$ cat config.mk
export PLATFORM = sky130hd
export DESIGN_NAME = q3fsm_tx
export DESIGN_NICKNAME = d
export VERILOG_FILES = /design/src/rtl/q3fsm_pkg.sv /design/src/rtl/q3fsm_tx_fifo.sv /design/src/rtl/q3fsm_tx.sv
export SDC_FILE = /design/constraint.sdc
export NUM_CORES = 1
export LEC_CHECK = 0
export BUFFER_PORTS_ARGS = -buffer_cell sky130_fd_sc_hd__clkbuf_2
export CAP_MARGIN = 15
export CORE_MARGIN = 8
export CORE_UTILIZATION = 45
export CTS_CLUSTER_DIAMETER = 150
export DETAILED_ROUTE_END_ITERATION = 10
export GPL_TIMING_DRIVEN = 0
export PLACE_DENSITY = 0.79
export SETUP_SLACK_MARGIN = 0.15
export SYNTH_ARGS = -nofsm -noshare
export SYNTH_HDL_FRONTEND = slang
export SYNTH_HIERARCHICAL = 1
export SYNTH_SLANG_ARGS = --single-unit
$ cat constraint.sdc
create_clock -name clk -period 2.2 [get_ports clk]
set_input_delay 0.11 -clock clk [delete_from_list [all_inputs] [get_ports clk]]
set_output_delay 0.11 -clock clk [all_outputs]
set_load 0.05 [all_outputs]
$ cat src/rtl/q3fsm_pkg.sv
// q3fsm_pkg: shared state encoding, window length and fill default for q3fsm_tx
package q3fsm_pkg;
  localparam int WIN_LEN = 3;
  localparam logic [WIN_LEN-1:0] FILL_DEFAULT = 3'b000;
  typedef enum logic [2:0] {IDLE, SYNC, BIT0, BIT1, BIT2} state_t;
  // a window makes the detector raise z when exactly two of its bits are set
  function automatic logic two_ones(input logic [WIN_LEN-1:0] p);
    return $countones(p) == 2;
  endfunction
endpackage

$ cat src/rtl/q3fsm_tx_fifo.sv
// q3fsm_tx_fifo: synchronous pattern FIFO, power-of-two depth, no read bypass
module q3fsm_tx_fifo #(
  parameter int DEPTH = 2,
  parameter int WIDTH = 3
) (
  input  logic             clk,
  input  logic             rst,
  input  logic             push,
  input  logic             pop,
  input  logic [WIDTH-1:0] wdata,
  output logic [WIDTH-1:0] rdata,
  output logic             full,
  output logic             empty
);
  localparam int AW = $clog2(DEPTH);
  logic [WIDTH-1:0] mem [DEPTH];
  logic [AW-1:0] wptr, rptr;
  logic [AW:0] cnt;
  logic do_push, do_pop;
  assign do_push = push & ~full;
  assign do_pop = pop & ~empty;
  assign full = cnt == (AW+1)'(DEPTH);
  assign empty = cnt == '0;
  assign rdata = mem[rptr];
  // pointers and occupancy; reset flushes the buffer
  always_ff @(posedge clk or posedge rst)
    if (rst) begin
      wptr <= '0;
      rptr <= '0;
      cnt <= '0;
    end else begin
      if (do_push) wptr <= wptr + 1'b1;
      if (do_pop) rptr <= rptr + 1'b1;
      cnt <= cnt + (AW+1)'(do_push) - (AW+1)'(do_pop);
    end
  // storage needs no reset; occupancy decides what is valid
  always_ff @(posedge clk)
    if (do_push) mem[wptr] <= wdata;
endmodule

$ cat src/rtl/q3fsm_tx.sv
// q3fsm_tx: window transmitter for the 3-bit detector; Q3FSM_TX_UNDERRUN_CNT_EN adds underrun_cnt
module q3fsm_tx
  import q3fsm_pkg::*;
#(
  parameter int FIFO_DEPTH = 2,
  parameter logic [WIN_LEN-1:0] FILL_PATTERN = FILL_DEFAULT
) (
  input  logic               clk,
  input  logic               reset,
  input  logic               start,
  input  logic               stop,
  input  logic               pat_valid,
  output logic               pat_ready,
  input  logic [WIN_LEN-1:0] pat_data,
  output logic               s,
  output logic               w,
  output logic               busy,
  output logic               exp_z,
  output logic               underrun
`ifdef Q3FSM_TX_UNDERRUN_CNT_EN
  ,
  output logic [7:0]         underrun_cnt
`endif
);
  state_t state, nxt;
  logic [WIN_LEN-1:0] win, head;
  logic pend, full, empty, load, done, pop;
  assign pat_ready = ~full;
  q3fsm_tx_fifo #(.DEPTH(FIFO_DEPTH), .WIDTH(WIN_LEN)) u_fifo (
    .clk(clk),
    .rst(reset),
    .push(pat_valid),
    .pop(pop),
    .wdata(pat_data),
    .rdata(head),
    .full(full),
    .empty(empty)
  );
  // next state, window load decision and detector-facing outputs
  always_comb begin
    nxt = state;
    done = state == BIT2 && (pend || stop);
    load = state == SYNC || (state == BIT2 && !done);
    pop = load & ~empty;
    underrun = load & empty;
    s = state == SYNC;
    busy = state != IDLE;
    w = state == BIT0 ? win[0] : state == BIT1 ? win[1] : state == BIT2 ? win[2] : 1'b0;
    unique case (state)
      IDLE:    nxt = start ? SYNC : IDLE;
      SYNC:    nxt = BIT0;
      BIT0:    nxt = BIT1;
      BIT1:    nxt = BIT2;
      BIT2:    nxt = done ? IDLE : BIT0;
      default: nxt = IDLE;
    endcase
  end
  // state, current window, stop-pending flag and predicted detector z
  always_ff @(posedge clk or posedge reset)
    if (reset) begin
      state <= IDLE;
      win <= '0;
      pend <= 1'b0;
      exp_z <= 1'b0;
    end else begin
      state <= nxt;
      if (load) win <= empty ? FILL_PATTERN : head;
      pend <= done ? 1'b0 : (stop && (state != IDLE || start)) ? 1'b1 : pend;
      exp_z <= state == BIT2 && two_ones(win);
    end
`ifdef Q3FSM_TX_UNDERRUN_CNT_EN
  // saturating count of fill substitutions
  always_ff @(posedge clk or posedge reset)
    if (reset) underrun_cnt <= '0;
    else if (underrun && underrun_cnt != 8'hFF) underrun_cnt <= underrun_cnt + 8'd1;
`endif
endmodule

Yosys cells after proc, flatten, opt, wreduce, memory -nomap -nowiden
Memories as Yosys holds them, arrays and structs flattened.
Index checks and enable logic that the tools add are counted.
- input port bits: 8
- word-level logic and storage cells: 49
- memories kept: 1
- bits in registers: 12
- output and inout bits: 6
- RAM bits: 6
- memories (memory ; words ; bits a word ; rd ports ; clocked after memory_dff ; wr ports ; line ; RTL):
    u_fifo.mem ; 2 ; 3 ; 1 ; 0 ; 1 ; q3fsm_tx_fifo.sv:16 ; logic [WIDTH-1:0] mem [DEPTH];
- multiplexer cells: 11
- equal/unequal tests: 6
- reductions and logical operators: 12
- $add $sub $neg: 6
- bitwise operators: 6
- operators with widths (cell ; number):
    3-bit one-hot mux with 5 select lines ; 1
    3-bit by 2-bit == test with 1-bit output (second input constant) ; 3
    1-bit 2-to-1 mux ; 8
    1-bit AND ; 4
    1-bit logical AND ; 4
    2-bit by 1-bit adder with 3-bit output ; 1
    3-bit by 1-bit == test with 1-bit output (second input constant) ; 1
    3-bit == test (second input constant) ; 1
    3-bit zero test ; 1
    1-bit logical OR ; 3
    3-bit 2-to-1 mux ; 1
    3-bit nonzero test ; 1
    1-bit adder (second input constant) ; 2
    1-bit by 1-bit adder with 2-bit output ; 1
    2-bit by 1-bit adder with 2-bit output ; 1
    2-bit == test (second input constant) ; 1
    2-bit zero test ; 1
    2-bit 2-to-1 mux ; 1
    1-bit inverter ; 2
    2-bit nonzero test ; 1
    2-bit by 1-bit subtractor with 2-bit output ; 1
    1-bit zero test ; 1

Depth between registers and ports, before layout
- depth in word-level cells: 8
- mapped depth: 10
- depth with buffers taken out: 9

Modules after synthesis
Netlist, hierarchy kept.
- by module, submodules not included (module ; cells an instance ; instances ; area each (µm²) ; sequential area each (µm²)):
    q3fsm_tx ; 57 ; 1 ; 534.3 ; 200.2
    q3fsm_tx_fifo ; 28 ; 1 ; 417.9 ; 280.3

Least setup slack after synthesis
No wires, ideal clock.
- path type: register to register
- start: register state[0]
- end: register u_fifo.cnt[1]
- required time: 2.120 ns
- data arrival time: 2.011 ns
- slack: 0.109 ns
- cell stages (with the launch flop): 11
- period minus slack after synthesis: 2.091 ns
- buffers on the path: 1
- library setup time: 0.080 ns
- path through: dfrtp_1 buf_6 or3_4 o21a_1 nor3_1 nor2b_2 ha_1 inv_1 ha_1 xnor2_1 xnor2_1
- longest elaborated chain between the ends: 8
- elaborated cells between the ends (all ways): 9
- those cells by class: add/sub: 1; eq/ne: 2; bitwise: 2; reduce/logical: 4
- ends and longest elaborated chain (what ; line ; RTL):
    start, declared ; q3fsm_tx.sv:25 ; state_t state, nxt;
    start signal, assigned ; q3fsm_tx.sv:66 ; state <= nxt;
    3-bit == test ; q3fsm_tx.sv:42, q3fsm_tx.sv:43 ;
    1-bit logical AND ; q3fsm_tx.sv:42 ; done = state == BIT2 && (pend || stop);
    1-bit zero test ; q3fsm_tx.sv:43 ; load = state == SYNC || (state == BIT2 && !done);
    1-bit logical AND ; q3fsm_tx.sv:43 ;
    1-bit logical OR * ; q3fsm_tx.sv:43 ;
    1-bit AND * ; q3fsm_tx.sv:44 ; pop = load & ~empty;
    via pop ; q3fsm_tx.sv:27 ; logic pend, full, empty, load, done, pop;
    1-bit AND * ; q3fsm_tx_fifo.sv:21 ; assign do_pop = pop & ~empty;
    via u_fifo.do_pop ; q3fsm_tx_fifo.sv:19 ; logic do_push, do_pop;
    2-bit by 1-bit subtractor with 2-bit output * ; q3fsm_tx_fifo.sv:34 ; cnt <= cnt + (AW+1)'(do_push) - (AW+1)'(do_pop);
    end signal, assigned ; q3fsm_tx_fifo.sv:34 ;
    end, declared ; q3fsm_tx_fifo.sv:18 ; logic [AW:0] cnt;
The timed path passes the listed nets; every way through them passes the cells marked *.
A chain may end at the register's enable or synchronous reset.

Worst setup path in the final report
Same ends and word-level chain as after synthesis.

==> results.cfg <==
[floorplan]
dieArea_um2 = 3840
die_y_um = 62
coreArea_um2 = 1980
start_util_pct = 48.0
rows = 16
io_pins = 14
die_w_um = 62

[cells_and_area]
antennaDiodeCount = 0
area_growth_pct = 29.3
drive_gt1_share_pct = 34.2
final_core_util_pct = 62.1
fillers = 157
nNetsFinal = 123
final_area_um2 = 1230
fin_cells = 138

[worst_setup_path]
regToRegSetupSlack_ns = 0.12
crit_fanout = 2
reg2reg_depth = 10
rr_startpoint = state[0]
critPathLaunch = state[0]
r2r-end = u_fifo/cnt[1]
crit_required_ns = 2.42
end_kind = register
worstSetupPathType = reg2reg
critPathLaunchType = register
cp.arrival_ns = 2.30
crit_path_end = u_fifo/cnt[1]

[sta]
skew_ns = 0.00755
drv_slew = 0
fin_crit_sh_pct = 94.6
hold-worst-slack_ns = 0.0405
worst_pin_slew_ns = 0.565
hold_viol = 0
rsz0062_at_grt = true
setup_viol = 0
timing.slew.headroom_pct = 62.0
clock.fmax_mhz = 480
period_needed_ns = 2.08

[grt]
grt_pass1_vias = 777
overflow = 0
track_usage_pct = 11.6
grt_max_degree = 11
grt_antenna_before_repair = 0
grt_pass1_wl_um = 3310

[yosys]
ys_seq_elements = 18
synthesis.nets = 96
synthTopCellsByCount = 12 x dfrtp_1, 10 x inv_1, 7 x nor2_1
postSynthAreaPerCell_um2 = 11.2
yosysSeqAreaShare_pct = 50.5
synth_mux_area_share_pct = 4.60
async_reset_ff_share_pct = 66.7
synth_most_common_cell = dfrtp_1
synth.largest_area_cell = dfrtp_1
synth_compound_area_share_pct = 11.7
ys_types = 33
synth_top_family_by_area = simple AND/OR/NAND/NOR gates
synth_cells = 85
synth_area_um2 = 952
synth_xor_area_share_pct = 4.60
synth_simple_gate_area_share_pct = 18.0
yosysWarningCount = 6
synthAdderAreaFrac_pct = 4.73
synth_enable_flop_cells = 6
synthTopCellsByArea = dfrtp_1 32%, edfxtp_1 19%, inv_1 3.9%
synth-main-ff-cell = dfrtp_1
synth_top_cell_area_share_pct = 31.5

[worst_hold_path]
min_path_type = in2reg

[clocking]
clkTransAtPathRegs_ns = 0.10
cts-root-buf = clkbuf_4
clkSinkCount = 18
clk_latency_ns = 0.29
numCtsBuffers = 3
tritoncts = yes
cts_max_path_buffers = 2
htreeDepth = 1

[power]
peakVddDrop_uv = 934
p_leak_nw = 0.527
power_per_cell_area_nw_per_um2 = 1550

[detailed_routing]
drt_iter0_drc = 9
vias = 714
routed_wl_um = 1960
vias_per_cell = 5.17
drc = 0
dr.pass1.iters = 4
antenna_left = 0
wire_per_inst_um = 14.2

[placement]
place_inst = 125
gp_congestion = 0.836
place_area_um2 = 1050
dp_hpwl_um = 1380
place.port_buffers = 13

[status]
status = finished, final reports clean

[run]
drv_cap = 0
[worst max-delay path, stage by stage (launching register included)]
cell and delay [ns]:
dfrtp_1 0.38, buf_6 0.12, or3_4 0.36, o21a_1 0.21
nor3_2 0.10, nor2b_4 0.19, ha_4 0.22, inv_4 0.06
ha_4 0.13, xnor2_2 0.10, xnor2_1 0.14
[worst min path at each step]
stage	startpoint	end	slack, ns	depth (start not counted)
final	start	state[0]	0.04	2
after CTS	start	state[0]	0.03	2
after detailed placement	reset	u_fifo/rptr	-0.006	2
after global routing	start	state[0]	0.03	2
after global placement	reset	u_fifo/rptr	-0.003	2
after floorplan	reset	u_fifo/cnt[0]	-0.12	1
[metal layers]
| layer | up-vias | GRT usage (%) | routed length (um) |
|---|---|---|---|
| met4 | 0 | 5.52 | 9 |
| met3 | 2 | 3.91 | 100 |
| li1 | 350 | - | - |
| met2 | 13 | 20.6 | 1060 |
| met5 | - | 0 | 0 |
| met1 | 349 | 11.9 | 787 |
[timing repair]
action                                 CTS  global route
pin swaps                                6             5
hold buffers                             4             0
endpoints found under the hold margin   17             0
gates resized for setup                  7             9
setup endpoints to repair                2             3
setup buffers                            4             1
[kinds of logic (layout without fill, tap and decap cells)]
family,after synthesis,in the layout
flops,18,18
simple gates,28,28
xor+xnor,5,5
buf+inv,13,39
mux,4,4
compound gates,14,14
fa+ha+maj,3,3
[through the flow]
stage	power, mW	setup TNS (ns)	setup slack [ns]
2_1_floorplan	1.31	0	0.109
3_3_place_gp	1.46	0	0.0320
3_5_place_dp	1.51	-0.0339	-0.0339
4_1_cts	1.84	0	0.0214
5_1_grt	2.06	0	0.0380
6_report	1.91	0	0.119
[area by class of cell]
type	count	area, um2	area share, %
buffer	3	20.0	1.63
multi-input combinational	54	472	38.3
clock buffer	4	36.3	2.95
sequential	18	480	39.0
inverter	10	40.0	3.25
timing repair buffer	22	149	12.1
tap	27	33.8	2.74
[report_power, final]
group / internal [mW] / switching [mW] / total, mW
clock: 0.101 / 0.0954 / 0.196
sequential: 0.482 / 0.101 / 0.584
combinational: 0.501 / 0.632 / 1.13
[sequential cells by signal (all words and copies together) (netlist names)]
register     count
exp_z            1
u_fifo/wptr      1
state            3
win              3
u_fifo/cnt       2
pend             1
u_fifo/rptr      1
u_fifo/mem       6
[cell usage in the layout (no fill, tap or decap), types with 2 or more instances in the layout]
master         count
xnor2_1            3
buf_6              2
nand2b_1           3
mux2_2             3
clkbuf_4           3
inv_1              9
a211oi_1           2
o21a_1             2
clkbuf_2          13
edfxtp_1           6
nor2_1             7
o311a_1            2
dfrtp_1           12
dlygate4sd3_1      4
ha_4               2
a32oi_1            2
nor4_1             2
buf_4              5
nor2b_1            5
nand2_1            2
o21ai_0            2
Note: power is estimated with default switching activity, not from simulation.
